`src/rtl/tcam_access_ctrl.sv`:
```
// ============================================================================
// Module   : tcam_access_ctrl
// Brief    : Clears the TCAM array after reset/clear requests, then arbitrates
//            row writes against pipelined priority-match searches.
// Revision : 1.0
// ============================================================================
`default_nettype none

module tcam_access_ctrl #(
  parameter int STARVE_LIM = 4
) (
  input  logic        in_clk,
  input  logic        in_rstn,
  input  logic        in_clr,
  input  logic        in_wr_valid,
  output logic        out_wr_ready,
  input  logic [9:0]  in_wr_addr,
  input  logic [31:0] in_wr_data,
  input  logic [3:0]  in_wr_mask,
  input  logic        in_srch_valid,
  output logic        out_srch_ready,
  input  logic [27:0] in_srch_key,
  input  logic [3:0]  in_srch_tag,
  output logic        out_rsp_valid,
  output logic [5:0]  out_rsp_pma,
  output logic [3:0]  out_rsp_tag,
  output logic        out_tcam_csb,
  output logic        out_tcam_web,
  output logic [3:0]  out_tcam_wmask,
  output logic [27:0] out_tcam_addr,
  output logic [31:0] out_tcam_wdata,
  input  logic [5:0]  in_tcam_pma,
  output logic        out_init_busy
);

  localparam int c_starve_w = $clog2(STARVE_LIM + 1);
  localparam logic [c_starve_w-1:0] c_starve_max = c_starve_w'(STARVE_LIM);
  localparam logic [9:0] c_last_row = 10'd1023;

  typedef enum logic [0:0] {
    ST_INIT = 1'b0,
    ST_RUN  = 1'b1
  } state_t;

  state_t                r_state;
  logic [9:0]            r_clr_cnt;
  logic [c_starve_w-1:0] r_starve;

  logic        r_csb;
  logic        r_web;
  logic [3:0]  r_wmask;
  logic [27:0] r_addr;
  logic [31:0] r_wdata;

  logic        r_s1_vld;
  logic [3:0]  r_s1_tag;
  logic        r_s2_vld;
  logic [3:0]  r_s2_tag;
  logic        r_rsp_vld;
  logic [5:0]  r_rsp_pma;
  logic [3:0]  r_rsp_tag;

  logic w_open;
  logic w_force;
  logic w_wr_go;
  logic w_srch_go;

  // A saturated starvation count flips priority to the search side for one grant.
  assign w_open         = (r_state == ST_RUN) && !in_clr;
  assign w_force        = (r_starve == c_starve_max);
  assign out_wr_ready   = w_open && !w_force;
  assign out_srch_ready = w_open && (!in_wr_valid || w_force);
  assign w_wr_go        = in_wr_valid && out_wr_ready;
  assign w_srch_go      = in_srch_valid && out_srch_ready;

  always_ff @(posedge in_clk or negedge in_rstn) begin
    if (!in_rstn) begin
      r_state   <= ST_INIT;
      r_clr_cnt <= 10'd0;
      r_csb     <= 1'b1;
      r_web     <= 1'b1;
      r_wmask   <= 4'h0;
      r_addr    <= 28'h0;
      r_wdata   <= 32'h0;
    end else begin
      r_csb   <= 1'b1;
      r_web   <= 1'b1;
      r_wmask <= 4'h0;
      r_addr  <= 28'h0;
      r_wdata <= 32'h0;
      case (r_state)
        ST_INIT: begin
          if (in_clr) begin
            r_clr_cnt <= 10'd0;
          end else begin
            r_csb     <= 1'b0;
            r_web     <= 1'b0;
            r_wmask   <= 4'hF;
            r_addr    <= {18'b0, r_clr_cnt};
            r_clr_cnt <= r_clr_cnt + 10'd1;
            if (r_clr_cnt == c_last_row) begin
              r_state <= ST_RUN;
            end
          end
        end
        ST_RUN: begin
          if (in_clr) begin
            r_state   <= ST_INIT;
            r_clr_cnt <= 10'd0;
          end else if (w_wr_go) begin
            r_csb   <= 1'b0;
            r_web   <= 1'b0;
            r_wmask <= in_wr_mask;
            r_addr  <= {18'b0, in_wr_addr};
            r_wdata <= in_wr_data;
          end else if (w_srch_go) begin
            r_csb  <= 1'b0;
            r_addr <= in_srch_key;
          end
        end
        default: r_state <= ST_INIT;
      endcase
    end
  end

  always_ff @(posedge in_clk or negedge in_rstn) begin
    if (!in_rstn) begin
      r_starve <= '0;
    end else if (w_srch_go) begin
      r_starve <= '0;
    end else if (in_srch_valid && !w_force) begin
      r_starve <= r_starve + 1'b1;
    end
  end

  // Search pipeline ignores in_clr so in-flight lookups still return.
  always_ff @(posedge in_clk or negedge in_rstn) begin
    if (!in_rstn) begin
      r_s1_vld  <= 1'b0;
      r_s1_tag  <= 4'h0;
      r_s2_vld  <= 1'b0;
      r_s2_tag  <= 4'h0;
      r_rsp_vld <= 1'b0;
      r_rsp_pma <= 6'h0;
      r_rsp_tag <= 4'h0;
    end else begin
      r_s1_vld  <= w_srch_go;
      if (w_srch_go) begin
        r_s1_tag <= in_srch_tag;
      end
      r_s2_vld  <= r_s1_vld;
      r_s2_tag  <= r_s1_tag;
      r_rsp_vld <= r_s2_vld;
      if (r_s2_vld) begin
        r_rsp_pma <= in_tcam_pma;
        r_rsp_tag <= r_s2_tag;
      end
    end
  end

  assign out_tcam_csb   = r_csb;
  assign out_tcam_web   = r_web;
  assign out_tcam_wmask = r_wmask;
  assign out_tcam_addr  = r_addr;
  assign out_tcam_wdata = r_wdata;
  assign out_rsp_valid  = r_rsp_vld;
  assign out_rsp_pma    = r_rsp_pma;
  assign out_rsp_tag    = r_rsp_tag;
  assign out_init_busy  = (r_state == ST_INIT);

endmodule

`default_nettype wire

```
`config.mk`:
```
export PLATFORM = sky130hd
export DESIGN_NAME = tcam_access_ctrl
export DESIGN_NICKNAME = d
export VERILOG_FILES = /design/src/rtl/tcam_access_ctrl.sv
export SDC_FILE = /design/constraint.sdc
export NUM_CORES = 1
export LEC_CHECK = 0
export CAP_MARGIN = 5
export CORE_MARGIN = 4
export CORE_UTILIZATION = 44
export CTS_CLUSTER_SIZE = 12
export DETAILED_ROUTE_END_ITERATION = 6
export GPL_TIMING_DRIVEN = 0
export PLACE_DENSITY = 0.94
export SETUP_SLACK_MARGIN = 0.15
export SLEW_MARGIN = 20
export SYNTH_ARGS = -nofsm -noshare
export SYNTH_HDL_FRONTEND = slang
export SYNTH_SLANG_ARGS = --single-unit
```
`constraint.sdc`:
```
create_clock -name in_clk -period 4.5 [get_ports in_clk]
set_input_delay 0.45 -clock in_clk [delete_from_list [all_inputs] [get_ports in_clk]]
set_output_delay 0.45 -clock in_clk [all_outputs]
set_load 0.02 [all_outputs]
```
; ---- After elaboration in Yosys (flattened, before gate mapping)
; Cells that the tools add are included.
[totals]
ff_bits = 101
input_bits = 89
[classes]
add_sub_neg = 2
eq_ne = 3
n_mux = 29
bitwise_logic = 1
reduce_logical = 11
[op_table]
columns = cell, n
row1 = $mux 32, 3
row2 = $mux 28, 3
row3 = $pmux 28 s2, 1
row4 = $mux 10, 3
row5 = $pmux 10 s2, 1
row6 = $mux 4, 3
row7 = $add 10x1->10 const B, 1
row8 = $eq 10x10->1 const B, 1
row9 = $mux 1, 9
row10 = $pmux 4 s2, 1
row11 = $logic_and 1x1->1, 6
row12 = $mux 3, 2
row13 = $pmux 1 s2, 3
row14 = $add 3x1->3 const B, 1
row15 = $eq 3x3->1 const B, 1
row16 = $logic_not 1->1, 3
row17 = $ne 2x2->1 const B, 1
row18 = $reduce_bool 2->1, 1
row19 = $logic_or 1x1->1, 1
row20 = $not 1->1, 1

; ---- Longest topological paths before layout
; Gate-level depths: netlist of run 1.
[logic_depth]
ltp_word = 8
mapped_depth = 7
ltp_nobuf = 5

; ---- Worst setup path before layout of run 1
; Ideal clock, no wire load.
[synth_timing]
kind = register -> register
from = register r_starve[0]
to = register r_s1_tag[2]
arrival_time_ns = 1.543
required_ns = 4.375
slack_ns = 2.832
path_stages_with_launch = 8
path_buffers = 2
path_cell_list = dfrtp_1 inv_1 ha_1 a21bo_2 and3_4 buf_6 buf_6 mux2_4
[synth_between]
elab_chain_len = 4
[synth_lines]
columns = item, line
row1 = "start, declared", 47  ; logic [c_starve_w-1:0] r_starve;
row2 = "start signal, assigned", 132  ; r_starve <= r_starve + 1'b1;
row3 = $eq 3x3->1, 70  ; assign w_force = (r_starve == c_starve_max);
row4 = $logic_or 1x1->1, 72  ; assign out_srch_ready = w_open && (!in_wr_valid || w_force);
row5 = $logic_and 1x1->1, 72
row6 = $logic_and 1x1->1, 74  ; assign w_srch_go = in_srch_valid && out_srch_ready;
row7 = "end signal, assigned", 149  ; r_s1_tag <= in_srch_tag;
row8 = "end, declared", 56  ; logic [3:0] r_s1_tag;
; Every way passes these cells.
; A chain may end at the register's enable or synchronous reset.

; ---- Worst setup path in the final report of run 1
[layout_timing]
from = input port in_clr
to = output port out_srch_ready
[layout_between]
elab_chain_len = 3
[layout_lines]
columns = item, line
row1 = "start, declared", 14  ; input logic in_clr,
row2 = $logic_not 1->1, 69  ; assign w_open = (r_state == ST_RUN) && !in_clr;
row3 = $logic_and 1x1->1, 69
row4 = $logic_and 1x1->1, 72
row5 = "end, declared", 21  ; output logic out_srch_ready,
; Every way passes these cells.

==> results of run 1 <==
[metal layers]
layer	part of all wire, %	vias to the layer above	track usage, %
met5	0	-	0
met3	5.4	13	5.33
met2	56	96	35.0
li1	-	1271	-
met4	1.3	0	6.41
met1	38	1332	22.6
[worst paths after layout]
check | end | cells after the start | slack, ns | startpoint
hold / removal | out_tcam_wdata[1]$_DFF_PN0_ | 1 | 0.02 | in_rstn
min in group in_clk | r_s2_vld$_DFF_PN0_ | 0 | 0.36 | r_s1_vld$_DFF_PN0_
hold reg to reg | r_s2_vld$_DFF_PN0_ | 0 | 0.36 | r_s1_vld$_DFF_PN0_
setup reg to reg | out_tcam_wdata[10]$_DFF_PN0_ | 6 | 2.57 | r_starve[0]$_DFFE_PN0P_
max in group asynchronous | out_tcam_web$_DFF_PN1_ | 2 | 3.81 | in_rstn
setup / recovery | out_srch_ready | 4 | 2.01 | in_clr
[area by class of cell]
cell class / count / area, um^2
clock buffers: 11 / 131
flip-flops and latches: 101 / 2530
well taps: 105 / 131
inverters: 5 / 18.8
fillers: 565 / 2420
plain buffers: 13 / 73.8
multi-input cells: 149 / 1070
clock inverters: 5 / 83.8
repair buffers: 169 / 1710
[cells in the final DEF, fill, tap and decap left out, types with 2 or more instances in the layout]
master	n
mux2i_1	2
nand4_1	2
mux2_2	14
or4_1	4
a21o_1	4
buf_2	2
o21ai_0	3
dfrtp_1	99
ha_1	3
buf_6	4
a221o_1	10
nand3_1	3
nand2b_1	3
or3_1	3
o31ai_1	5
clkdlybuf4s50_1	167
nand2_1	4
dfstp_2	2
nor2_1	4
clkbuf_8	9
and2_1	59
nor2b_1	3
clkbuf_1	9
a21oi_1	10
bufinv_16	2
inv_1	5
[where the power goes]
part	internal, W	switching, W
clock network	0.000317	0.000304
logic	0.000111	0.0000760
registers	0.000927	0.0000176
[worst reg2reg max path, delay by kind of cell, from the launching register on]
family	cells	cell delay (ns)
AO/OA/AOI/OAI	1	0.24
buffers and inverters	2	0.41
adder cells (fa/ha/maj)	1	0.24
flip-flops	1	0.40
AND/OR/NAND/NOR	2	0.59
[cells in the mapped netlist, types with 4 or more instances]
library cell and number:
clkbuf_1 7, or4_1 4, nand2_1 4, a221o_1 10
and2_1 59, mux2_2 14, nor2_1 4, a21o_1 4
o31ai_1 5, a21oi_1 10, dfrtp_1 99, inv_1 5
[cells by family (layout without fill, tap and decap cells)]
kind of cell	count (synthesis)	count (layout)	share of synthesized area, %
xor gates and xnor gates	2	2	0.474
muxes	17	17	5.22
DFF	101	101	68.5
AOI/OAI and AO/OA	38	38	7.59
buffers and inverters	18	203	2.51
adders and majority gates	3	3	1.02
and+or+nand+nor	89	89	14.7
[stage by stage]
| stage | cell area (um^2) | TNS (ns) |
|---|---|---|
| after global routing | 5750 | 0 |
| after global placement | 5510 | -52.09 |
| after detailed placement | 5540 | 0 |
| final | 5750 | 0 |
| after floorplan | 3690 | 0 |
| after CTS | 5750 | 0 |
[flip-flops by register name, summed over array words and instances (netlist names), 3 cells and up]
name	cells
out_rsp_tag	4
out_tcam_addr	28
r_s2_tag	4
out_tcam_wdata	32
r_s1_tag	4
r_clr_cnt	10
r_starve	3
out_rsp_pma	6
out_tcam_wmask	4
==> results.yml, run 1 <==
outcome:
  status: "finished, final reports clean"
yosys:
  synth_seq_area_share_pct: 68.5
  ys_types: 37
  synth_edf_count: 0
  ys_warn_count: 0
  synth_seq_cells: 101
  synth.area.top_cells: "dfrtp_1 (67%), and2_1 (10%), mux2_2 (4.3%)"
  synth_area_um2: 3690
  netlist_instances: 268
  yosysTopAreaCell: "dfrtp_1"
  ys_async_sr_fraction_pct: 100
  synth_area_per_cell_um2: 13.8
  synth-main-ff-cell: "dfrtp_1"
  synth_nets: 360
  synth_top_area_share_pct: 67.1
setup_path:
  max_stage_delay_ns: 0.61
  crit_buf_inv: 2
  arrival_ns: 2.04
  endpoint_kind: "output port"
  critical_path.slowest_cell: "clkdlybuf4s50_1"
  cp.required_ns: 4.05
  startpoint_type: "input pin"
  cp_max_fo: 8
  cp_cell_sequence: "clkdlybuf4s50_1 -> nand2b_1 -> a21oi_1 -> clkdlybuf4s50_1"
  critPathTopFamily: "buffers and inverters"
  path_common_cell: "clkdlybuf4s50_1"
  crit_type: "input pin to output port"
final_layout:
  area_delta_synth_final_pct: 55.7
  n_antenna_cell: 0
  final_cells: 558
  fin_util_pct: 70.3
  drive_gt1_share_pct: 9.05
  nNetsFinal: 540
die:
  core-area_um2: 8180
  rows: 33
  io_pins: 169
  die_h_um: 99.6
  dieArea_um2: 9920
  die_w_um: 99.6
  initial_core_util_pct: 45.2
routing:
  post_drt_via_cell_ratio: 4.86
  ant_nets: 0
  wl_um: 9520
  drcViolationCount: 0
  wl_per_cell_um: 17.1
  first_iter_violations: 108
  first_pass_iters: 4
  vias: 2712
clocking:
  cts_setup_buffers: 0
  root_buffer: "clkbuf_8"
  clk_latency_ns: 0.35
  htreeDepth: 3
  cts_tree: "done"
  clock_sinks: 101
  postCtsHoldBufs: 0
  clk_pin_slew_ns: 0.10
  clockBufferDepth: 2
  cts_made_buffers: 9
  cts_resized: 0
timing:
  setup_violations: 0
  worst_pin_slew_ns: 0.579
  fmax_mhz: 402
  hold-worst-slack_ns: 0.0160
  final_hold_viol_count: 0
  relSlewSlack_pct: 61.4
  setup_ws_ns: 2.01
  skew_ns: 0.00879
  post-route-min-period_ns: 2.49
  slew_violations: 0
  fin_crit_sh_pct: 55.3
  grt_setup_unrepaired: "no"
power_and_ir_drop:
  p_total_w: 0.00175
  leakage_nw: 2.61
  ir_drop_mv: 0.170
  power.density_nw_per_um2: 305
placement:
  place_congestion: 0.911
  dpl_worst_slack_ns: 2.01
  io_buffer_count: 168
  dp.cells: 542
  post-dp-hpwl_um: 7470
global_route:
  grt_pass1_wl_um: 14800
  antenna_found_initial: 0
  grt_max_degree: 54
  grt_use_total_pct: 19.5
  grt_pass1_vias: 2828
  grt-ovfl-total: 0
hold_path:
  min_path_type: "input pin to async pin"
flow_run:
  maxCapViolCount: 0
(Power assumes the default switching activity.)
==> inputs of run 2 (changes only) <==
--- a/config.mk
+++ b/config.mk
@@ -7,11 +7,11 @@
 export LEC_CHECK = 0
 export CAP_MARGIN = 5
 export CORE_MARGIN = 4
-export CORE_UTILIZATION = 44
+export CORE_UTILIZATION = 37
 export CTS_CLUSTER_SIZE = 12
 export DETAILED_ROUTE_END_ITERATION = 6
 export GPL_TIMING_DRIVEN = 0
-export PLACE_DENSITY = 0.94
+export PLACE_DENSITY = 0.86
 export SETUP_SLACK_MARGIN = 0.15
 export SLEW_MARGIN = 20
 export SYNTH_ARGS = -nofsm -noshare
==> constraint.sdc (replaced) <==
create_clock -name in_clk -period 2.09 [get_ports in_clk]
set_input_delay 0.209 -clock in_clk [delete_from_list [all_inputs] [get_ports in_clk]]
set_output_delay 0.209 -clock in_clk [all_outputs]
set_load 0.02 [all_outputs]
==> results.yml, run 2 (synthesized netlist as in run 1, its figures left out) <==
clocking:
  cts_made_buffers: 9
  clk_pin_slew_ns: 0.09
  htreeDepth: 3
  clockBufferDepth: 2
  cts_setup_buffers: 0
  clock_sinks: 101
  root_buffer: "clkbuf_8"
  cts_tree: "done"
  clk_latency_ns: 0.34
setup_path:
  crit_type: "register to output port"
  critical_path.slowest_cell: "dfrtp_1"
  endpoint_kind: "output port"
  max_stage_delay_ns: 0.42
  cp.required_ns: 1.88
  cp_cell_sequence: "inv_1 -> ha_1 -> nand2_1 -> a21oi_1 -> clkdlybuf4s15_1"
  reg2regPathDepth: 7
  arrival_ns: 1.63
  cp_max_fo: 4
  startpoint_type: "register"
timing:
  tns_ns: 0
  skew_ns: 0.00898
  worst_pin_slew_ns: 0.528
  setup_ws_ns: 0.250
  slew_violations: 0
  grt_setup_unrepaired: "no"
  setup_violations: 0
  post-route-min-period_ns: 1.84
  fmax_mhz: 543
  final_hold_viol_count: 0
  fin_crit_sh_pct: 88.0
  relSlewSlack_pct: 64.8
die:
  die_w_um: 108
  rows: 36
  die_h_um: 108
  io_pins: 169
  initial_core_util_pct: 38.0
  core-area_um2: 9730
  dieArea_um2: 11600
power_and_ir_drop:
  clockPowerShare_pct: 31.9
  p_sw_w: 0.000837
  p_total_w: 0.00358
  power.density_nw_per_um2: 620
  intPower_w: 0.00274
  swShare_pct: 23.4
  ir_drop_mv: 0.411
  pwr-share-comb_pct: 11.3
  seqPwrFrac_pct: 56.8
  leakage_nw: 2.61
placement:
  post-dp-hpwl_um: 7160
  io_buffer_count: 168
  dpl_worst_slack_ns: 0.0110
  dp.cells: 570
  place_congestion: 0.768
global_route:
  grt_pass1_wl_um: 14400
  grt-ovfl-total: 0
  grt_use_total_pct: 16.0
  grt_max_degree: 53
  grt_pass1_vias: 2851
  antenna_found_initial: 0
routing:
  vias: 2711
  first_iter_violations: 110
  first_pass_iters: 4
  drcViolationCount: 0
  wl_um: 9200
  wl_per_cell_um: 15.7
  ant_nets: 0
  post_drt_via_cell_ratio: 4.62
final_layout:
  largest_reg_flops: 32
  layout_common_cells: "clkdlybuf4s50_1 (164), dfrtp_1 (99), and2_1 (59)"
  nNetsFinal: 541
  final_cells: 587
  mostFrequentLayoutCell: "clkdlybuf4s50_1"
  fillCellCount: 799
  n_antenna_cell: 0
  drive_gt1_share_pct: 9.47
  area_delta_synth_final_pct: 56.4
  fin_util_pct: 59.4
flow_run:
  maxCapViolCount: 0
outcome:
  status: "finished, final reports clean"
hold_path:
  min_path_type: "input pin to async pin"
## run 2: path summary, 6_finish.rpt
check / from / endpoint / slack, ns
worst min register to register: r_s1_vld$_DFF_PN0_ / r_s2_vld$_DFF_PN0_ / 0.37
worst max-delay path: r_starve[0]$_DFFE_PN0P_ / out_srch_ready / 0.25
worst min-delay path: in_rstn / out_tcam_addr[5]$_DFF_PN0_ / 0.36
worst max register to register: r_starve[0]$_DFFE_PN0P_ / out_tcam_addr[0]$_DFF_PN0_ / 0.29
min in group in_clk: r_s1_vld$_DFF_PN0_ / r_s2_vld$_DFF_PN0_ / 0.37
max in group asynchronous: in_rstn / out_tcam_web$_DFF_PN1_ / 1.08
## run 2: worst max-delay path, delay by kind of cell (launching register included)
kind	cells	cell delay, ns
AOI/OAI and AO/OA	1	0.16
adders and majority gates	1	0.20
buffers and inverters	2	0.40
DFF	1	0.42
and+or+nand+nor	1	0.11
## run 2: timing repair
item                                    in CTS  in global routing
hold buffers                                 1                  0
gates resized for setup                      3                  3
hold endpoints to repair                    51                  0
endpoints found under the setup margin       3                 38
## run 2: routing by layer
layer | track usage, % | part of all wire [%] | up-vias
li1 | - | - | 1264
met4 | 5.86 | 2.1 | 0
met5 | 0 | 0 | -
met1 | 18.5 | 38 | 1330
met3 | 3.18 | 4.9 | 13
met2 | 29.3 | 55 | 104
## run 2: area by class of cell
type,instances,area (um^2),area share (%)
Sequential cell,101,2530,43.8
Multi-Input combinational cell,149,1080,18.6
Clock inverter,4,32.5,0.563
Inverter,5,18.8,0.325
Clock buffer,12,155,2.69
Tap cell,133,166,2.88
Timing Repair Buffer,170,1720,29.8
Buffer,13,75.1,1.30
## run 2: per-stage QoR
step,cell area [um^2],hold slack (ns)
5_1_grt,5780,0.383
3_5_place_dp,5570,0.180
6_report,5780,0.361
4_1_cts,5770,0.356
2_1_floorplan,3690,-0.0866
3_3_place_gp,5540,0.336
## run 2: power by group through the flow
stage	combinational, W	sequential, W	clock (W)
after global placement	0.000381	0.00207	0
after floorplan	0.000134	0.00208	0
after global routing	0.000451	0.00204	0.00127
after detailed placement	0.000403	0.00207	0
final	0.000404	0.00203	0.00114
after CTS	0.000407	0.00203	0.00118
